[config.mk]
export PLATFORM = sky130hd
export DESIGN_NAME = fx_divider_param
export DESIGN_NICKNAME = d
export VERILOG_FILES = /design/src/rtl/fx_divider_param.sv
export SDC_FILE = /design/constraint.sdc
export NUM_CORES = 1
export LEC_CHECK = 0
export CORE_MARGIN = 1.5
export CORE_UTILIZATION = 40
export CTS_CLUSTER_DIAMETER = 60
export DETAILED_ROUTE_END_ITERATION = 12
export HOLD_SLACK_MARGIN = 0.08
export PLACE_DENSITY_LB_ADDON = 0.12
export SLEW_MARGIN = 20
export SYNTH_ARGS = -nofsm -noshare
export SYNTH_HDL_FRONTEND = slang
export SYNTH_SLANG_ARGS = --single-unit
[constraint.sdc]
create_clock -name clk -period 1.9 [get_ports clk]
set_input_delay 0.19 -clock clk [delete_from_list [all_inputs] [get_ports clk]]
set_output_delay 0.19 -clock clk [all_outputs]
set_load 0.02 [all_outputs]
[src/rtl/fx_divider_param.sv]
// fx_divider_param: sequential restoring fixed-point divider,
// unsigned or two's-complement, saturating on overflow.
module fx_divider_param #(
    parameter int WIDTH  = 10,
    parameter int FRAC   = 4,
    parameter int SIGNED = 0
) (
    input  logic             clk,
    input  logic             rst_n,
    input  logic             sclr,
    input  logic             start,
    input  logic [WIDTH-1:0] a_in,
    input  logic [WIDTH-1:0] b_in,
    output logic [WIDTH-1:0] q_out,
    output logic             dvz,
    output logic             ovf,
    output logic             busy,
    output logic             valid
);

    localparam int L  = WIDTH + FRAC;
    localparam int CW = $clog2(L + 1);
    localparam logic [L:0] ONE   = {{L{1'b0}}, 1'b1};
    localparam logic [L:0] U_LIM = ONE << WIDTH;
    localparam logic [L:0] N_LIM = ONE << (WIDTH - 1);
    localparam logic [L:0] P_LIM = N_LIM - ONE;
    localparam logic [CW-1:0] N_STEPS = CW'(L);

    typedef enum logic [1:0] {IDLE, CALC, DONE} state_t;

    state_t state, state_nx;

    logic [CW-1:0]    cnt;
    logic [L-1:0]     dvd;
    logic [WIDTH-1:0] rem;
    logic [WIDTH-1:0] dvs;
    logic             neg;

    logic             a_neg, b_neg;
    logic [WIDTH-1:0] a_mag, b_mag;
    logic [WIDTH:0]   rem_sh;
    logic [WIDTH-1:0] diff;
    logic             take;
    logic [L-1:0]     raw;
    logic [L:0]       raw_x;
    logic [WIDTH-1:0] mag;
    logic [WIDTH-1:0] q_val;
    logic [WIDTH-1:0] q_sat;
    logic [WIDTH-1:0] q_res;
    logic             res_ovf;
    logic             last;

    assign a_neg = (SIGNED != 0) && a_in[WIDTH-1];
    assign b_neg = (SIGNED != 0) && b_in[WIDTH-1];
    assign a_mag = a_neg ? WIDTH'(0) - a_in : a_in;
    assign b_mag = b_neg ? WIDTH'(0) - b_in : b_in;
    assign last  = (cnt == CW'(1));

    // One restoring step; the quotient bit shifts into the dividend register.
    always_comb begin
        rem_sh  = {rem, dvd[L-1]};
        take    = (rem_sh >= {1'b0, dvs});
        diff    = rem_sh[WIDTH-1:0] - dvs;
        raw     = {dvd[L-2:0], take};
        raw_x   = {1'b0, raw};
        mag     = raw[WIDTH-1:0];
        q_val   = neg ? WIDTH'(0) - mag : mag;
        res_ovf = 1'b0;
        q_sat   = '1;
        if (SIGNED == 0) begin
            res_ovf = (raw_x >= U_LIM);
            q_sat   = '1;
        end else if (neg) begin
            res_ovf = (raw_x > N_LIM);
            q_sat   = {1'b1, {(WIDTH-1){1'b0}}};
        end else begin
            res_ovf = (raw_x > P_LIM);
            q_sat   = {1'b0, {(WIDTH-1){1'b1}}};
        end
        q_res = res_ovf ? q_sat : q_val;
    end

    always_comb begin
        state_nx = state;
        unique case (state)
            IDLE: if (start) state_nx = (b_in == '0) ? DONE : CALC;
            CALC: if (last) state_nx = DONE;
            DONE: state_nx = IDLE;
            default: state_nx = IDLE;
        endcase
        if (sclr) state_nx = IDLE;
    end

    always_ff @(posedge clk or negedge rst_n) begin
        if (!rst_n) state <= IDLE;
        else        state <= state_nx;
    end

    always_ff @(posedge clk or negedge rst_n) begin
        if (!rst_n) begin
            cnt   <= '0;
            dvd   <= '0;
            rem   <= '0;
            dvs   <= '0;
            neg   <= 1'b0;
            q_out <= '0;
            dvz   <= 1'b0;
            ovf   <= 1'b0;
        end else if (sclr) begin
            cnt   <= '0;
            dvd   <= '0;
            rem   <= '0;
            dvs   <= '0;
            neg   <= 1'b0;
            q_out <= '0;
            dvz   <= 1'b0;
            ovf   <= 1'b0;
        end else begin
            unique case (state)
                IDLE: begin
                    if (start) begin
                        dvs <= b_mag;
                        dvd <= L'(a_mag) << FRAC;
                        rem <= '0;
                        neg <= a_neg ^ b_neg;
                        cnt <= N_STEPS;
                        if (b_in == '0) begin
                            q_out <= '0;
                            dvz   <= 1'b1;
                            ovf   <= 1'b0;
                        end
                    end
                end
                CALC: begin
                    rem <= take ? diff : rem_sh[WIDTH-1:0];
                    dvd <= raw;
                    cnt <= cnt - CW'(1);
                    if (last) begin
                        q_out <= q_res;
                        ovf   <= res_ovf;
                        dvz   <= 1'b0;
                    end
                end
                default: ;
            endcase
        end
    end

    assign busy  = (state == CALC);
    assign valid = (state == DONE);

endmodule

==> results.md, run 1 <==
- The flow ran to the end, but the final reports show violations.
- The checks that failed: negative setup slack.
- In the final layout, the share of cells above drive strength 1 is 0.264.
- The final setup violation count is 10.
- For this run, the total global-route usage over all layers was measured as 0.199.
- The maximum number of pins on one net before global-route repair is 21.
- The yosys synthesis warning count is 0.
- The completed layout was analyzed and its total power is 3.56 mW.
- For this design, the sink count on the clock tree is 52.
- The post-synthesis cell area is between 2000 and 3000 µm².
- The average instance area after synthesis is roughly 9.5 µm².
- Row generation in the floorplan step produced 30 rows.
- The area growth from synthesis to layout is 40.6%.
- Summed over all failing endpoints, the final setup total negative slack is -0.494 ns.
- The final count of hold timing violations is 0.
- The latest clock arrival within the worst-skew pair is between 0.3 and 0.4 ns.
- In the routed layout, each cell is associated on average with a via count of around 5.2.
- In the final routed layout, each cell accounts on average for 15.0 µm.
- The number of port buffers is 37.
- The final worst slack is -0.0774 ns.
- The routed layout has about 2,500 vias.
- The synthesized netlist net count is 337.
- The final design utilization is 0.586.
- The maximum buffer depth of the clock tree is 2.
- After layout, the minimum clock period comes to between 1.5 and 2 ns.
- The leakage power total is 1.79 nW.
- For met2 alone, demand over resource in global routing was 0.316.
- Of the total power, the share spent switching nets is 0.352.
- The most frequent cell after synthesis is dfrtp_1.
- Of the total power, combinational logic draws 0.443.
- The tool flagged a number of max-cap violations equal to 0.
- The total inserted antenna cells is 0.
- The count of pins over their slew limit was 0.
- The number of antenna violations at the first check in global routing is 0.
- The area of the core is around 7000 µm².
- Dividing the final minimum period by the clock period gives 1.04.
- In the global route stage, met3 resource usage came out at 0.0313.
- The share of power burned in registers is 0.366.
- The part of the Yosys area used for sequential elements is 0.457.
- The biggest area consumer among synthesized cells is dfrtp_1.
- The die covers approximately 7600 µm².
- The remaining global-route overflow is 0.
- After synthesis the netlist holds a flip-flop and latch count of 52.
- The maximum resistive drop on vdd is ~0.00044 V.
- In this run the worst path has a maximum fanout of 11.
- The number of buffers inserted during clock tree synthesis is 5.
- In the global route stage, met1 resource usage came out at 0.284.
- The number of nets at the end of the flow is 423.
- The residual DRC count is 0.
- The setup skew after layout is roughly 0.0046 ns.
- The final weighted congestion in routability-driven placement is around 0.81.
- The critical path class is flop to flop.
- The relative contribution of the clock network to total power is 0.191.
- The global-route wire length before repair is 11,800 µm.
- The internal power of the cells totals between 2 and 2.5 mW.
- Setup repair after global routing could not meet its margin everywhere.
- For this run, the top clock speed supported by timing is roughly 510 MHz.
- The number of global-route vias before repair is about 2,400.
- The min-delay analysis places its worst path in the category primary input to async pin.
- The clock transition at the registers of the reported paths is 0.11 ns.
- The horizontal extent of the die is between 80 and 90 µm.
- The H-tree was split into 2 levels.
- TritonCTS built the clock tree.
- The total I/O pin count is 38.
- The number of synthesized flops with an enable pin is 0.
- Wires add up to 7220 µm.
- The prevailing post-synth register cell is dfrtp_1.
- The relative slew slack is 0.437.
- The most crowded layer after global routing is met2.
- STA classifies the critical path endpoint as a flop.
- At the worst endpoint, the required time is between 2 and 2.5 ns.
- The detailed router finished its first iteration with 64 violations.
- The distinct cell type count after synthesis is between 40 and 50.
- The switching power is 1.25 mW.
- The cell count after synthesis is 300.
- The wire-length estimate of the detail-placed layout is 5060 µm.
- In this run the vertical extent of the chip is 87.4 µm.
- The residual antenna-violating net count after detailed routing is 0.
- In the synthesized netlist the async set-or-reset flop fraction comes to 1.00.
- The slack of the worst reg-to-reg path is -0.08 ns.
- Yosys attributes the largest share of cell area to dfrtp_1, ha_1, a22o_1.
- The power density over cell area is roughly 890 nW/µm².
- Hold timing on the final database bottoms out at a slack of 0.377 ns.
- At the pin with the least slew margin, the transition time is approximately 0.84 ns.
- In this run the clock root is driven by a clkbuf_8.
- The worst path arrival time is approximately 2.2 ns.
- The share of synthesized area in the top cell type comes to 0.457.
- The detailed-routing iteration count for the pre-antenna-repair pass is 4.
- STA classifies the critical path startpoint as a flop.
- The commonest cells after synthesis are dfrtp_1, nand2_1, nor2_1.
- For this configuration, the core starts out at a cell density of 0.417.
metrics by stage:
step / setup slack [ns] / std cells / instance area (µm²)
after floorplan: 0.00706 / 300 / 2900
after global placement: -0.270 / 466 / 3690
after detailed placement: -0.288 / 466 / 3690
after CTS: -0.100 / 481 / 3930
after global routing: -0.178 / 483 / 4010
final: -0.0774 / 483 / 4010
power by group through the flow:
stage          sequential (mW)  clock [mW]  combinational (mW)
2_1_floorplan             1.35           0               0.844
3_3_place_gp              1.32           0                1.38
3_5_place_dp              1.32           0                1.39
4_1_cts                   1.30       0.699                1.50
5_1_grt                   1.32       0.743                1.71
6_report                  1.30       0.678                1.58
cells by family (layout without fill, tap and decap cells):
logic type | count (synthesis) | count (layout) | synth area share
and+or+nand+nor | 102 | 102 | 0.170
AOI/OAI and AO/OA | 87 | 87 | 0.216
DFF | 52 | 52 | 0.457
muxes | 10 | 10 | 0.0360
adders and majority gates | 13 | 13 | 0.0597
buffers and inverters | 31 | 118 | 0.0466
xor gates and xnor gates | 5 | 5 | 0.0154
area by class of cell:
class                   instances  area [µm²]
flip-flops and latches         52        1300
multi-input cells             217        1610
fillers                       611        2830
well taps                      96         120
clock inverters                 3        26.3
clock buffers                   5        68.8
inverters                      17        63.8
repair buffers                 93         816
state kept, by name (all words and copies together), names as in the netlist:
| signal | cells |
|---|---|
| q_out | 10 |
| dvz | 1 |
| state | 2 |
| dvs | 10 |
| dvd | 14 |
| ovf | 1 |
| cnt | 4 |
| rem | 10 |
worst max-delay path: stages (launching register included):
cell and delay (ns):
dfrtp_1 0.40, inv_1 0.06, ha_2 0.40, nand3_1 0.17
and2_1 0.20, a31oi_4 0.17, buf_12 0.17, mux2i_1 0.20
a22o_1 0.15
metal layers:
metal | vias up | wire [µm]
li1 | 1247 | -
met1 | 1211 | 3560
met2 | 40 | 3410
met3 | 9 | 153
met4 | 0 | 97
met5 | - | 0
what timing repair did:
item | CTS | global route
hold buffers | 1 | 0
pin swaps | 8 | 6
gates resized for setup | 17 | 13
endpoints found under the hold margin | 18 | 0
setup endpoints to repair | 12 | 23
buffers inserted | 6 | 2
final timing paths:
check                                    from            endpoint  cells after the start
max                        dvs[7]$_DFFE_PN0P_  rem[1]$_DFFE_PN0P_                      8
min                                     rst_n  rem[5]$_DFFE_PN0P_                      2
max reg2reg                dvs[7]$_DFFE_PN0P_  rem[1]$_DFFE_PN0P_                      8
min reg2reg                   dvz$_DFFE_PN0P_     dvz$_DFFE_PN0P_                      1
max in group asynchronous               rst_n  dvd[6]$_DFFE_PN0P_                      3
min in group clk                      a_in[3]  dvd[7]$_DFFE_PN0P_                      3
cell usage in the layout (no fill, tap or decap), types with 2 or more instances in the layout:
cell | synthesis | layout
nand3_1 | 3 | 3
inv_1 | 17 | 11
nor2b_1 | 4 | 3
a22o_1 | 16 | 16
nor2_1 | 33 | 33
buf_12 | 0 | 2
a21oi_2 | 1 | 2
o21ai_1 | 7 | 6
inv_2 | 0 | 6
a21oi_1 | 27 | 25
nand2b_1 | 4 | 3
or2_2 | 2 | 2
nor3_2 | 2 | 2
clkinvlp_4 | 0 | 2
nor4_1 | 5 | 3
a311oi_1 | 10 | 10
nand2_1 | 35 | 35
a21o_1 | 4 | 4
o21a_1 | 2 | 2
a211oi_1 | 4 | 3
nor3_1 | 4 | 4
ha_1 | 12 | 3
o21ai_0 | 4 | 4
o31a_1 | 2 | 2
clkbuf_8 | 0 | 5
mux2i_1 | 8 | 8
buf_4 | 1 | 52
ha_2 | 0 | 2
dfrtp_1 | 52 | 52
ha_4 | 0 | 7
xnor2_1 | 5 | 5
clkdlybuf4s50_1 | 0 | 35
nand3b_1 | 2 | 2
(Power assumes the default switching activity.)
==> inputs of run 2 (changes only) <==
Settings changed: CAP_MARGIN set to 25.
==> results of run 2 <==
Final layout, timing and power as in run 1 (identical DEF).
